**config.mk**
```make
export PLATFORM = sky130hd
export DESIGN_NAME = multi_channel_fifo
export DESIGN_NICKNAME = d
export VERILOG_FILES = /design/src/rtl/buff_pkg.sv /design/src/rtl/fifo_channel.sv /design/src/rtl/multi_channel_fifo.sv
export SDC_FILE = /design/constraint.sdc
export NUM_CORES = 1
export LEC_CHECK = 0
export CAP_MARGIN = 20
export CORE_AREA = 2 2 238 357
export DETAILED_ROUTE_END_ITERATION = 16
export DIE_AREA = 0 0 240 359
export HOLD_SLACK_MARGIN = 0.05
export PLACE_DENSITY_LB_ADDON = 0.1
export SLEW_MARGIN = 20
export SYNTH_ARGS = -nofsm -noshare
export SYNTH_HDL_FRONTEND = slang
export SYNTH_SLANG_ARGS = --single-unit
```
**constraint.sdc**
```tcl
create_clock -name clock -period 3.26 [get_ports clock]
set_clock_uncertainty 0.1 [all_clocks]
set_input_delay 0.815 -clock clock [delete_from_list [all_inputs] [get_ports clock]]
set_output_delay 0.815 -clock clock [all_outputs]
set_load 0.03 [all_outputs]
```
**src/rtl/buff_pkg.sv**
```systemverilog
// Shared types and defaults for the multi-channel FIFO.
// Imported by the channel buffer and the top level.
package buff_pkg;

    localparam int DEF_ALMOST_FULL  = 12;
    localparam int DEF_ALMOST_EMPTY = 2;

    typedef struct packed {
        logic full;
        logic empty;
        logic almost_full;
        logic almost_empty;
    } flags_t;

    function automatic int addr_width(input int n);
        return (n > 1) ? $clog2(n) : 1;
    endfunction

endpackage

```
**src/rtl/fifo_channel.sv**
```systemverilog
// One circular-buffer FIFO channel driven by pre-qualified accept strobes.
// Pointers carry one extra wrap bit so full and empty are distinguishable.
module fifo_channel
    import buff_pkg::*;
#(
    parameter int data_width           = 8,
    parameter int length_as_power_of_2 = 4,
    parameter int almost_full_level    = DEF_ALMOST_FULL,
    parameter int almost_empty_level   = DEF_ALMOST_EMPTY
) (
    input  logic                            clock,
    input  logic                            reset,
    input  logic                            push_accept,
    input  logic                            pop_accept,
    input  logic [data_width-1:0]           push_data,
    output logic [length_as_power_of_2:0]   count,
    output flags_t                          flags,
    output logic [data_width-1:0]           head_data
);

    localparam int L     = length_as_power_of_2;
    localparam int DEPTH = 1 << L;
    localparam logic [L:0] W_DEPTH = {1'b1, {L{1'b0}}};
    localparam logic [L:0] W_AF    = (L+1)'(almost_full_level);
    localparam logic [L:0] W_AE    = (L+1)'(almost_empty_level);

    logic [data_width-1:0] r_mem [DEPTH];
    logic [L:0]            r_wr_ptr;
    logic [L:0]            r_rd_ptr;
    logic [L:0]            w_count;

    always_ff @(posedge clock) begin
        if (reset) begin
            r_wr_ptr <= '0;
            r_rd_ptr <= '0;
        end else begin
            if (push_accept) r_wr_ptr <= r_wr_ptr + 1'b1;
            if (pop_accept)  r_rd_ptr <= r_rd_ptr + 1'b1;
        end
    end

    // Storage is never cleared; only the pointers define valid entries.
    always_ff @(posedge clock) begin
        if (push_accept) r_mem[r_wr_ptr[L-1:0]] <= push_data;
    end

    assign w_count            = r_wr_ptr - r_rd_ptr;
    assign count              = w_count;
    assign head_data          = r_mem[r_rd_ptr[L-1:0]];
    assign flags.full         = (w_count == W_DEPTH);
    assign flags.empty        = (w_count == '0);
    assign flags.almost_full  = (w_count >= W_AF);
    assign flags.almost_empty = (w_count <= W_AE);

endmodule

```
**src/rtl/multi_channel_fifo.sv**
```systemverilog
// Several independent FIFOs behind one addressed push port and one pop port.
// Owns address decode, sticky error flags and the registered pop output.
module multi_channel_fifo
    import buff_pkg::*;
#(
    parameter int data_width           = 8,
    parameter int length_as_power_of_2 = 4,
    parameter int channel_count        = 4,
    parameter int almost_full_level    = DEF_ALMOST_FULL,
    parameter int almost_empty_level   = DEF_ALMOST_EMPTY
) (
    input  logic                             clock,
    input  logic                             reset,
    input  logic [$clog2(channel_count)-1:0] push_address,
    input  logic                             push_enable,
    input  logic [data_width-1:0]            data_in,
    input  logic [$clog2(channel_count)-1:0] pop_address,
    input  logic                             pop_enable,
    input  logic                             error_clear,
    output logic [data_width-1:0]            data_out,
    output logic                             data_out_valid,
    output logic [length_as_power_of_2:0]    pop_level,
    output logic [channel_count-1:0]         full,
    output logic [channel_count-1:0]         empty,
    output logic [channel_count-1:0]         almost_full,
    output logic [channel_count-1:0]         almost_empty,
    output logic [channel_count-1:0]         overflow,
    output logic [channel_count-1:0]         underflow
);

    localparam int AW = addr_width(channel_count);
    localparam int L  = length_as_power_of_2;
    localparam int N  = channel_count;

    flags_t                w_flags [N];
    logic [L:0]            w_count [N];
    logic [data_width-1:0] w_head  [N];
    logic [N-1:0]          w_full;
    logic [N-1:0]          w_empty;
    logic [N-1:0]          w_af;
    logic [N-1:0]          w_ae;
    logic [N-1:0]          w_push_acc;
    logic [N-1:0]          w_pop_acc;
    logic [N-1:0]          w_push_drop;
    logic [N-1:0]          w_pop_refuse;
    logic [L:0]            w_pop_level;
    logic [data_width-1:0] w_pop_data;

    logic [data_width-1:0] r_data_out;
    logic                  r_data_out_valid;
    logic [N-1:0]          r_overflow;
    logic [N-1:0]          r_underflow;

    for (genvar c = 0; c < N; c++) begin : g_ch
        fifo_channel #(
            .data_width           (data_width),
            .length_as_power_of_2 (length_as_power_of_2),
            .almost_full_level    (almost_full_level),
            .almost_empty_level   (almost_empty_level)
        ) u_ch (
            .clock       (clock),
            .reset       (reset),
            .push_accept (w_push_acc[c]),
            .pop_accept  (w_pop_acc[c]),
            .push_data   (data_in),
            .count       (w_count[c]),
            .flags       (w_flags[c]),
            .head_data   (w_head[c])
        );
        assign w_full[c]  = w_flags[c].full;
        assign w_empty[c] = w_flags[c].empty;
        assign w_af[c]    = w_flags[c].almost_full;
        assign w_ae[c]    = w_flags[c].almost_empty;
    end

    // Out-of-range addresses match no channel and are ignored.
    always_comb begin
        w_push_acc   = '0;
        w_pop_acc    = '0;
        w_push_drop  = '0;
        w_pop_refuse = '0;
        w_pop_level  = '0;
        w_pop_data   = '0;
        for (int c = 0; c < N; c++) begin
            if (pop_enable && pop_address == AW'(c)) begin
                w_pop_acc[c]    = !w_empty[c];
                w_pop_refuse[c] = w_empty[c];
            end
            if (push_enable && push_address == AW'(c)) begin
                w_push_acc[c]  = !w_full[c] || w_pop_acc[c];
                w_push_drop[c] = w_full[c] && !w_pop_acc[c];
            end
            if (pop_address == AW'(c)) begin
                w_pop_level = w_count[c];
                w_pop_data  = w_head[c];
            end
        end
    end

    always_ff @(posedge clock) begin
        if (reset) begin
            r_data_out       <= '0;
            r_data_out_valid <= 1'b0;
            r_overflow       <= '0;
            r_underflow      <= '0;
        end else begin
            r_overflow  <= (error_clear ? '0 : r_overflow) | w_push_drop;
            r_underflow <= (error_clear ? '0 : r_underflow) | w_pop_refuse;
            if (|w_pop_acc) begin
                r_data_out       <= w_pop_data;
                r_data_out_valid <= 1'b1;
            end else begin
                r_data_out       <= '0;
                r_data_out_valid <= 1'b0;
            end
        end
    end

    assign data_out       = r_data_out;
    assign data_out_valid = r_data_out_valid;
    assign pop_level      = w_pop_level;
    assign full           = w_full;
    assign empty          = w_empty;
    assign almost_full    = w_af;
    assign almost_empty   = w_ae;
    assign overflow       = r_overflow;
    assign underflow      = r_underflow;

endmodule

```
Word level (Yosys, flattened, before mapping). Memory sizes are Yosys's and may differ from the RTL's. A register that Yosys moved wholly into a read port is not among the register bits. Cells that the tools add are included.

Flip-flop bits (word level): 57. Bits in writable memories: 512. Input bits: 17. Output and inout bits: 38. Word-level logic and storage cells: 128. Memories kept: 4.

Add/sub/neg operators: 12. Magnitude comparators: 8. Equality and inequality tests: 10. Muxes and demuxes: 43. Bitwise logic cells: 3. Reductions and logical operators: 36.

Memories: g_ch[0].u_ch.r_mem (depth 16, bits a word 8, read ports 1, clocked after memory_dff 1, write ports 1, line fifo_channel.sv:27) `logic [data_width-1:0] r_mem [DEPTH];`; g_ch[1].u_ch.r_mem (depth 16, bits a word 8, read ports 1, clocked after memory_dff 1, write ports 1, line fifo_channel.sv:27); g_ch[2].u_ch.r_mem (depth 16, bits a word 8, read ports 1, clocked after memory_dff 1, write ports 1, line fifo_channel.sv:27); g_ch[3].u_ch.r_mem (depth 16, bits a word 8, read ports 1, clocked after memory_dff 1, write ports 1, line fifo_channel.sv:27).

Operators by type and width (count): adder 5 x 1 -> 5 bit (second input constant) (8); two-way mux 4 bit (10); two-way mux 8 bit (4); two-way mux 1 bit (25); equality test 5 bit (second input constant) (4); >= comparator 5 x 4 -> 1 bit (second input constant) (4); less-or-equal comparator 5 x 2 -> 1 bit (second input constant) (4); logical NOT 5 bit (4); two-way mux 5 bit (4); subtractor 5 bit (4); logical AND 1 bit (12); logical NOT 1 bit (12); equality test 2 bit (second input constant) (4); bitwise OR 4 bit (2); equality test 2 x 1 -> 1 bit (second input constant) (2); logical NOT 2 bit (2); logical OR 1 bit (4); OR reduction 4 bit (1); OR reduction 2 bit (1); inverter 1 bit (1).

Longest topological paths before layout.
Depth in word-level cells: 8. Depth in mapped cells: 9. Depth with buffers taken out: 9.

Modules after synthesis. Synthesis repeated with hierarchy kept, for this count alone.

Cell total of the unflattened synthesis: 1275. Area total of the unflattened synthesis: 24101.9 um2.

Modules (own cells, without submodules): fifo_channel (times used 4, cells each 296, area each 5760.5 um2, sequential area each 4124.0 um2); multi_channel_fifo (times used 1, cells each 91, area each 1059.8 um2, sequential area each 340.3 um2).

Worst setup path after synthesis. No wires, ideal clock.

Path kind: register -> output. Start point: register g_ch[3].u_ch.r_wr_ptr[0]. End point: output empty[3]. Arrival time: 2367 ps. Required time: 2345 ps. Path slack: -22 ps. Cell stages (with the launch flop): 8. Buffers on the path: 0. Path through: dfxtp_1 inv_1 ha_1 fa_1 nand2b_1 a21oi_1 xnor2_1 nor3_1.

Longest elaborated chain between the ends: 2.

RTL lines: start: declaration (line fifo_channel.sv:28) `logic [L:0] r_wr_ptr;`; start signal: assignment (line fifo_channel.sv:37) `if (push_accept) r_wr_ptr <= r_wr_ptr + 1'b1;`; subtractor 5 bit (line fifo_channel.sv:47) `assign w_count = r_wr_ptr - r_rd_ptr;`; logical NOT 5 bit (line fifo_channel.sv:51) `assign flags.empty = (w_count == '0);`; end: declaration (line multi_channel_fifo.sv:24) `output logic [channel_count-1:0] empty,`.

No other way between the ends.

Final worst setup path.
Start point: register g_ch[1].u_ch.r_wr_ptr[0]. End point: output pop_level[4].

Longest elaborated chain between the ends: 4.

RTL lines: start: declaration (line fifo_channel.sv:28); start signal: assignment (line fifo_channel.sv:37); subtractor 5 bit (line fifo_channel.sv:47); two-way mux 5 bit (3 in series) (line multi_channel_fifo.sv:93) `if (pop_address == AW'(c)) begin`; end: declaration (line multi_channel_fifo.sv:22) `output logic [length_as_power_of_2:0] pop_level,`.

No other way between the ends.

==> impl_metrics.tcl <==
set metrics [dict create \
    synth_cell_type_count 62 \
    wl_met2_um 39320 \
    h-tree-depth 2 \
    setup.worst_path.start "g_ch[1].u_ch.r_wr_ptr[0]" \
    design.core.area_um2 83280 \
    vias_per_cell 4.617 \
    drc 0 \
    postRouteAntennaNets 0 \
    dr.max_layer_used "met4" \
    nNetsFinal 1665 \
    num_io_pins 55 \
    cp-end-kind "output pin" \
    start_util_pct 28.61 \
    violations "negative setup slack" \
    hold-path-endpoint "overflow[1]" \
    outcome "finished with violations" \
    drt_iter0_drc 760 \
    numPortBuffers 54 \
    hp-start "overflow[1]" \
    die_y_um 359 \
    placed_area_um2 27060 \
    dp_slack_ns -0.3074 \
    drt-total-wl_um 68530 \
    cp.arrival_ns 2.70 \
    place.gp.congestion 0.7841 \
    synth_seq_cells 585 \
    crit_type "flop to output pin" \
    yosys-top-cells-area "edfxtp_1, mux4_2, dfxtp_1" \
    track_usage_pct 16.06 \
    grt_pass1_wl_um 98300 \
    mostFrequentLayoutCells "edfxtp_1, buf_4, mux4_2" \
    synthFlopType "edfxtp_1" \
    regToRegSetupSlack_ns 0.06 \
    path_cells "inv_2, ha_4, fa_2, nand2b_4, a21oi_4, buf_6, xnor2_4, mux4_2, buf_6" \
    syn_area_per_cell_um2 18.21 \
    dp_cells 2612 \
    drt_pass1_iterations 5 \
    crit_path_start_kind "flop" \
    postLayoutCellArea_um2 30350 \
    min_path_cells 2 \
    ir_drop_mv 0.3585 \
    final_common_cell "edfxtp_1" \
    tightest_slew_ns 0.8307 \
    synth-seq-area-share_pct 70.67 \
    regToRegEndpoint "g_ch[2].u_ch.r_mem[10][1]" \
    layout-drive-gt1-share_pct 39.83 \
    met3_length_um 1838 \
    yosysTopAreaCellShare_pct 64.54 \
    grt_start_max_net_pins 65 \
    synth_edf_count 512 \
    path_clk_slew_ns 0.07 \
    min_path_type "flop to flop" \
    syn2layout_area_growth_pct 27.39 \
    cts-root-buf "clkbuf_16" \
    antenna_cells 0 \
    antenna_found_initial 0 \
    finalCritPeriodShare_pct 110.9 \
    total_power_mw 16.11 \
    synthCells 1308 \
    finalHoldViolations 0 \
    final_cell_count_no_fill 2779 \
    fp-row-count 130 \
    cts_max_path_buffers 3 \
    pwr_density_cell_nw_per_um2 530.9 \
    fill_cells 7944 \
    p_leak_nw 9.854 \
    syn_area_um2 23820 \
    clock_latency_ns 0.63 \
    crit_path_frequent_cell "buf_6" \
    postLayoutSetupSlackWorst_ns -0.3550 \
    critical_path.max_fanout 4 \
    drv_slew 0 \
    whs_ns 0.3948 \
    die_w_um 240 \
    crit_family "multiplexers" \
    synth_nets 1365 \
    path_buf_inv 3 \
    setup_viol 20 \
    async_flop_share_pct 0 \
    maxSlewHeadroom_pct 44.62 \
    place_hpwl_um 47820 \
    r2r_start "g_ch[2].u_ch.r_wr_ptr[0]" \
    fin_crit_ns 3.615 \
    r2r_cells 16 \
    cpMaxStageDelayCell "mux4_2" \
    numCtsBuffers 58 \
    rsz0062_at_grt "true" \
    grt_pass1_vias 13870 \
    synth_top_cell_by_area "edfxtp_1" \
    drt-met1-wl_um 25510 \
    cp.required_ns 2.34 \
    fmax_ghz 0.2766 \
    clkSinkCount 585 \
    cts_tree "yes" \
    overflow 0 \
    slowest_delay_ns 0.52 \
    vias 12830 \
    wl_per_cell_um 24.66 \
    maxCapViolCount 0 \
    ys_warn_count 0 \
    die-area_um2 86160 \
]
worst max-delay path by stage:
| stage | end | slack, ns | depth (start not counted) |
|---|---|---|---|
| floorplan | almost_empty[3] | 0.01 | 7 |
| global placement | g_ch[0].u_ch.r_mem[8][3] | -0.25 | 6 |
| detailed placement | g_ch[0].u_ch.r_mem[9][6] | -0.31 | 6 |
| CTS | pop_level[4] | -0.42 | 9 |
| global route | pop_level[4] | -0.45 | 9 |
| finish | pop_level[4] | -0.35 | 9 |
cell type report:
cell class	instances	area (um^2)	share of cell area [%]
clock inverters	29	251.5	0.8287
clock buffers	80	1625	5.355
multi-input cells	640	7425	24.46
flip-flops and latches	585	16870	55.58
repair buffers	297	2678	8.823
inverters	26	97.59	0.3216
well taps	1122	1404	4.626
cell usage after synthesis (all sizes together) (2+ instances only):
master  number
or3b         2
nand2       34
a311oi       3
edfxtp     512
nand4       12
mux2         8
o41ai        2
o22ai       10
nor3        32
a31oi        3
nor2b       11
a41o         3
nand3       15
a32oi        3
nor2       124
dfxtp       73
a22oi       12
clkbuf      25
o211ai       4
a211oi       3
o32ai        6
xor2        20
or3          4
xnor2       23
and2         6
o21ai       13
o311ai       4
a21oi       22
mux2i       40
nand2b      17
o41a         3
fa           4
ha          36
mux4       140
and3         5
o31ai        3
or2          3
buf         31
inv         26
sequential cells by signal, indices dropped and copies added, names as in the netlist, named ones only:
register / count
data_out: 8
data_out_valid: 1
g_ch.u_ch.r_mem: 512
g_ch.u_ch.r_rd_ptr: 20
g_ch.u_ch.r_wr_ptr: 20
overflow: 4
underflow: 4
worst register-to-register path: cells and delay by family, from the launching register on:
family          cells  cell delay, ns
xor+xnor            1            0.17
flops               1            0.33
compound gates      1            0.55
fa+ha+maj           2            0.51
simple gates        3            0.26
buf+inv             9            1.03
cells by family after synthesis:
group | synth area share (%)
compound gates | 3.298
xor+xnor | 1.707
fa+ha+maj | 2.227
buf+inv | 1.471
flops | 70.67
mux | 15.36
simple gates | 5.268
metal layers:
metal	track usage, %	vias to the layer above
li1	-	5801
met1	17.52	6754
met2	31.36	190
met4	5.042	0
met3	2.219	86
met5	0	-
stage by stage:
stage	setup TNS [ns]	util [%]
detailed placement	-31.29	32.49
global route	-5.860	36.44
finish	-3.709	36.44
CTS	-4.475	35.88
global placement	-21.92	32.49
floorplan	0	-
where the power goes:
part,switching [mW],internal [mW]
clock,2.90,3.79
sequential,0.0241,8.17
combinational,0.670,0.555
total,3.59,12.5
what timing repair did:
action | CTS | global route
buffers inserted | 42 | 21
resized for setup | 135 | 80
pin swaps | 30 | 24
hold buffers | 0 | 0
cloned | 0 | 0
endpoints found under the setup margin | 21 | 249
(Power assumes the default switching activity.)
